File: src/rtl/load_mem_unit_pkg.sv
// Shared types for the load memory unit: states, memory sizes, bus commands, load request.
// Optional feature macro used by the unit: LOAD_MISALIGN_EXC_EN.
package sys_defs;

    localparam int XLEN        = 32;
    localparam int ROB_TAG_LEN = 5;

    typedef enum logic [1:0] {
        BYTE = 2'h0,
        HALF = 2'h1,
        WORD = 2'h2
    } MEM_SIZE;

    typedef enum logic [1:0] {
        BUS_NONE  = 2'h0,
        BUS_LOAD  = 2'h1,
        BUS_STORE = 2'h2
    } BUS_COMMAND;

    typedef enum logic [2:0] {
        LMU_IDLE,
        LMU_REQ,
        LMU_WAIT,
        LMU_DONE,
        LMU_DRAIN
    } LMU_STATE;

    typedef struct packed {
        logic [XLEN-1:0]        address;
        logic [ROB_TAG_LEN-1:0] rob_tag;
        MEM_SIZE                size;
        logic                   is_unsigned;
    } LOAD_REQ;

    function automatic logic is_misaligned(input MEM_SIZE size, input logic [1:0] low);
        return ((size == HALF) && low[0]) || ((size == WORD) && (low != 2'b00));
    endfunction

endpackage

File: src/rtl/load_mem_unit_align.sv
// Combinational byte/half/word extraction from a memory line with sign or zero extension.
module load_data_align
    import sys_defs::*;
#(
    parameter int MEM_DATA_W = 64
) (
    input  logic [MEM_DATA_W-1:0] line,
    input  logic [2:0]            offset,
    input  MEM_SIZE               size,
    input  logic                  is_unsigned,
    output logic [XLEN-1:0]       value
);

    logic [5:0]  byte_base;
    logic [5:0]  half_base;
    logic [5:0]  word_base;
    logic [7:0]  byte_v;
    logic [15:0] half_v;
    logic [31:0] word_v;

    // Half and word offsets are rounded down so every select stays inside the line.
    assign byte_base = {offset, 3'b000};
    assign half_base = {offset & 3'b110, 3'b000};
    assign word_base = {offset & 3'b100, 3'b000};

    assign byte_v = line[byte_base +: 8];
    assign half_v = line[half_base +: 16];
    assign word_v = line[word_base +: 32];

    always_comb begin
        value = word_v;
        case (size)
            BYTE:    value = {{(XLEN-8){~is_unsigned & byte_v[7]}}, byte_v};
            HALF:    value = {{(XLEN-16){~is_unsigned & half_v[15]}}, half_v};
            default: value = word_v;
        endcase
    end

endmodule

File: src/rtl/load_mem_unit.sv
// Single-outstanding load memory stage: line request, tagged response, extract, CDB broadcast.
// Optional LOAD_MISALIGN_EXC_EN turns misaligned loads into immediate exception results.
module load_mem_unit
    import sys_defs::*;
#(
    parameter int MEM_TAG_W  = 4,
    parameter int MEM_DATA_W = 64
) (
    input  logic                   clock,
    input  logic                   reset,
    input  logic                   read_mem,
    input  logic [XLEN-1:0]        load_address,
    input  logic [ROB_TAG_LEN-1:0] load_rob_tag,
    input  logic [1:0]             load_size,
    input  logic                   load_unsigned,
    input  logic                   squash,
    output logic                   mem_busy,
    output logic [1:0]             proc2mem_command,
    output logic [XLEN-1:0]        proc2mem_addr,
    input  logic [MEM_TAG_W-1:0]   mem2proc_response,
    input  logic [MEM_DATA_W-1:0]  mem2proc_data,
    input  logic [MEM_TAG_W-1:0]   mem2proc_tag,
    output logic                   cdb_valid,
    output logic [ROB_TAG_LEN-1:0] cdb_tag,
    output logic [XLEN-1:0]        cdb_value,
`ifdef LOAD_MISALIGN_EXC_EN
    output logic                   cdb_exception,
`endif
    input  logic                   cdb_grant
);

    LMU_STATE              state;
    LMU_STATE              state_next;
    LOAD_REQ               req;
    logic [MEM_TAG_W-1:0]  mem_tag;
    logic [XLEN-1:0]       value;
    logic [XLEN-1:0]       aligned;
    logic                  tag_hit;
    logic                  take_load;
    logic                  take_tag;
    logic                  take_value;
`ifdef LOAD_MISALIGN_EXC_EN
    logic                  exc;
    logic                  misaligned_in;
    assign misaligned_in = is_misaligned(MEM_SIZE'(load_size), load_address[1:0]);
`endif

    assign tag_hit = (mem2proc_tag != '0) && (mem2proc_tag == mem_tag);

    load_data_align #(
        .MEM_DATA_W (MEM_DATA_W)
    ) u_align (
        .line        (mem2proc_data),
        .offset      (req.address[2:0]),
        .size        (req.size),
        .is_unsigned (req.is_unsigned),
        .value       (aligned)
    );

    always_ff @(posedge clock) begin
        if (reset) begin
            state <= LMU_IDLE;
        end else begin
            state <= state_next;
        end
    end

    // Squash is checked first in every busy state; DRAIN only waits out the orphaned response.
    always_comb begin
        state_next = state;
        take_load  = 1'b0;
        take_tag   = 1'b0;
        take_value = 1'b0;
        case (state)
            LMU_IDLE: begin
                if (read_mem && !squash) begin
                    take_load  = 1'b1;
                    state_next = LMU_REQ;
`ifdef LOAD_MISALIGN_EXC_EN
                    if (misaligned_in) begin
                        state_next = LMU_DONE;
                    end
`endif
                end
            end
            LMU_REQ: begin
                if (squash) begin
                    state_next = LMU_IDLE;
                end else if (mem2proc_response != '0) begin
                    take_tag   = 1'b1;
                    state_next = LMU_WAIT;
                end
            end
            LMU_WAIT: begin
                if (squash) begin
                    state_next = LMU_DRAIN;
                end else if (tag_hit) begin
                    take_value = 1'b1;
                    state_next = LMU_DONE;
                end
            end
            LMU_DONE: begin
                if (squash || cdb_grant) begin
                    state_next = LMU_IDLE;
                end
            end
            LMU_DRAIN: begin
                if (tag_hit) begin
                    state_next = LMU_IDLE;
                end
            end
            default: state_next = LMU_IDLE;
        endcase
    end

    always_ff @(posedge clock) begin
        if (reset) begin
            req     <= '0;
            mem_tag <= '0;
            value   <= '0;
`ifdef LOAD_MISALIGN_EXC_EN
            exc     <= 1'b0;
`endif
        end else begin
            if (take_load) begin
                req.address     <= load_address;
                req.rob_tag     <= load_rob_tag;
                req.size        <= MEM_SIZE'(load_size);
                req.is_unsigned <= load_unsigned;
                value           <= '0;
`ifdef LOAD_MISALIGN_EXC_EN
                exc             <= misaligned_in;
`endif
            end
            if (take_tag) begin
                mem_tag <= mem2proc_response;
            end
            if (take_value) begin
                value <= aligned;
            end
        end
    end

    assign mem_busy         = (state != LMU_IDLE);
    assign proc2mem_command = (state == LMU_REQ) ? BUS_LOAD : BUS_NONE;
    assign proc2mem_addr    = {req.address[XLEN-1:3], 3'b000};
    assign cdb_valid        = (state == LMU_DONE);
    assign cdb_tag          = cdb_valid ? req.rob_tag : '0;
    assign cdb_value        = cdb_valid ? value : '0;
`ifdef LOAD_MISALIGN_EXC_EN
    assign cdb_exception    = cdb_valid & exc;
`endif

    busy_load_ignored: assert property (@(posedge clock) disable iff (reset) !(read_mem && mem_busy));

endmodule

File: config.mk
export PLATFORM = sky130hd
export DESIGN_NAME = load_mem_unit
export DESIGN_NICKNAME = d
export VERILOG_FILES = /design/src/rtl/load_mem_unit_pkg.sv /design/src/rtl/load_mem_unit_align.sv /design/src/rtl/load_mem_unit.sv
export SDC_FILE = /design/constraint.sdc
export NUM_CORES = 1
export LEC_CHECK = 0
export CORE_MARGIN = 2
export CORE_UTILIZATION = 45
export CTS_CLUSTER_SIZE = 25
export DETAILED_ROUTE_END_ITERATION = 10
export PLACE_DENSITY_LB_ADDON = 0.25
export SYNTH_ARGS = -nofsm -noshare
export SYNTH_HDL_FRONTEND = slang
export SYNTH_SLANG_ARGS = --single-unit
File: constraint.sdc
create_clock -name clock -period 2.9 [get_ports clock]
set_input_delay 0.87 -clock clock [delete_from_list [all_inputs] [get_ports clock]]
set_output_delay 0.87 -clock clock [all_outputs]
set_load 0.01 [all_outputs]
==> flow_summary.toml <==
[run_status]
status = "finished, final reports clean"

[pwr]
pwr-share-comb = 0.190
power_frac_seq = 0.476
p_int_w = 0.001779
p_clk_frac = 0.334
p_leak_nw = 2.174
fin_total_pwr_w = 0.002406
p_sw_frac = 0.2606
power_density_nw_per_um2 = 394.9
vdd_drop_max_uv = 296.1
switchingPower_w = 0.0006272

[cells_and_area]
drive_gt1_frac = 0.08194
area_growth_syn_to_layout_pct = 44.42
antenna_cells = 0
layout_common_cells = "clkdlybuf4s50_1, nand2_1, dfxtp_1, a21oi_1, and2_1"
finalNetCount = 771
fin_area_um2 = 6093
final_common_cell = "clkdlybuf4s50_1"

[die]
rows = 35
fp.dieW_um = 100.8
die_y_um = 100.8
ioPinCount = 190
start_util = 0.4610
coreArea_um2 = 9153
dieArea_um2 = 10170

[clock_tree]
clk_pin_slew_ps = 80
insertion_delay_ps = 350
cts_buffers = 9
cts.htree.levels = 3
ctsLongestPathBuffers = 2
cts_hold_buf = 0
postCtsSetupBuffers = 0
cts.sinks = 79
cts_tree = "yes"
root_buffer = "clkbuf_8"

[yosys]
synthXorXnorAreaFrac = 0.006228
synth.area.top_cells = "dfxtp_1, nand2_1, mux2i_1"
ys_warn_count = 0
yosysTopAreaCell = "dfxtp_1"
syn_avg_cell_area_um2 = 8.208
yosysSeqAreaShare = 0.3749
synth_ff_type = "dfxtp_1"
netlist_area_um2 = 4219
ys_seq_elements = 79
synthSimpleGateAreaFrac = 0.2254
synthAdderAreaFrac = 0
yosysTopAreaCellShare = 0.3749
synth_top_family_by_area = "simple AND/OR/NAND/NOR gates"
synth.area.mux_share = 0.1210
syn_inst = 514
async_flop_share = 0
synth_edf_count = 0
ys_types = 45
synth_compound_area_frac = 0.1696

[placement]
gp_congestion = 0.8639
dp_slack_ps = -106.8
port_buffers = 185
placed_cell_area_um2 = 5902
post-dp-hpwl_mm = 9.144

[drt]
drtAntennaViolNets = 0
post_drt_wl_per_cell_um = 15.59
num_vias = 4086
firstDrtPassIters = 4
finalWirelength_mm = 12.01
drt-initial-drc-count = 189
vias_per_cell = 5.306
drc = 0

[timing]
finalCriticalPeriod_ps = 2779
fin_crit_sh = 0.9582
rsz0062_at_grt = "false"
fmax_mhz = 359.9
setup_slack_ps = 121.1
finClkSkew_ps = 14.66
hold_slack_ps = 452.0
worst_pin_slew_ps = 1199
max-slew-margin-rel = 0.2009
hold_viol_final = 0
drv_slew = 0
setup_viol = 0

[setup_path]
critPathMaxStageDelay_ps = 570
rr_worst_depth = 5
crit_buf_inv = 2
cp_max_fo = 17
cp_top_family = "buffers and inverters"
crit_path_end_kind = "output pin"
cp_slowest_cell = "clkdlybuf4s50_1"
cp.arrival_ps = 1910
crit_chain = "and3b_1 > buf_4 > and2_1 > clkdlybuf4s50_1"
crit_path_start_kind = "flop"
cp_data_required_time_ps = 2030
criticalPathCategory = "flop to output pin"
cp.depth = 4

[job]
cap_violations = 0

[hold_path]
hold_class = "flop to flop"
min_delay_path_depth = 2

[global_route]
grt_max_degree = 66
grt_pass1_vias = 3908
grt_antenna_before_repair = 0
grt_overflow = 0
grt_pass1_wl_mm = 18.73
grt_use_total = 0.2307
==> synth_stat cells (2+ instances only) <==
master,instances
o22ai_1,3
mux2i_1,33
nor2b_1,3
a22oi_1,4
nor3_1,2
buf_4,36
dfxtp_1,79
buf_2,7
nand2b_1,4
o221ai_1,7
nor2_1,17
and2_1,37
a221oi_1,9
o22a_1,7
o21ai_0,2
nor4b_1,2
or3_1,3
a21oi_1,48
a22o_1,17
nand2_1,123
nor4bb_1,2
inv_1,3
xor2_1,3
or2_2,2
mux2_2,16
clkbuf_1,26
==> stage by stage <==
step | utilization | TNS, ps | std cells
global route | 0.6658 | 0 | 770
floorplan | - | 0 | 517
finish | 0.6658 | 0 | 770
global placement | 0.6448 | 0 | 754
detailed placement | 0.6448 | -1492 | 754
CTS | 0.6655 | 0 | 770
==> path summary, 6_finish.rpt <==
| path | startpoint | end | slack, ps |
|---|---|---|---|
| setup reg to reg | req[2] | value[2] | 640 |
| hold / removal | req[7] | req[7] | 450 |
| setup / recovery | state[2] | cdb_value[7] | 120 |
| hold reg to reg | req[7] | req[7] | 450 |
==> sequential cells by signal, summed over array words and instances (netlist names) <==
| name | flops |
|---|---|
| req | 11 |
| value | 32 |
| proc2mem_addr | 29 |
| state | 3 |
| mem_tag | 4 |
==> tightest hold or removal path: cells and delay by family, from the launching register on <==
family           cells  cell delay (ps)
AND/OR/NAND/NOR      1               50
flip-flops           1              310
AO/OA/AOI/OAI        1               50
==> per-layer routing <==
layer,global-route usage,up-vias,part of all wire
met2,0.4036,153,0.49
met1,0.2706,1918,0.41
li1,-,2006,-
met4,0.05901,0,0.010
met5,0,-,0
met3,0.07698,9,0.090
==> power by group through the flow <==
stage	combinational, W	sequential [W]	clock [W]
floorplan	0.000244	0.00115	0
global placement	0.000447	0.00117	0
detailed placement	0.000456	0.00117	0
CTS	0.000459	0.00114	0.000825
global route	0.000495	0.00115	0.000883
finish	0.000456	0.00115	0.000804
==> layout make-up <==
type                    count  area (um2)
repair buffers            197        1937
clock buffers              11       131.4
fillers                   770        3059
well taps                 111       138.9
multi-input cells         364        2232
inverters                   3       11.26
clock inverters             5       57.56
flip-flops and latches     79        1585
==> what timing repair did <==
item	4_1_cts	5_1_grt
setup endpoints to repair	0	37
endpoints found under the hold margin	0	0
resized for setup	0	2
==> cells by family (layout without fill, tap and decap cells) <==
kind of cell	count (synthesis)	in the layout
simple gates	204	204
compound gates	104	104
flops	79	79
buf+inv	74	216
mux	49	49
xor+xnor	3	3
other cells	1	4
Note: power is estimated with default switching activity, not from simulation.
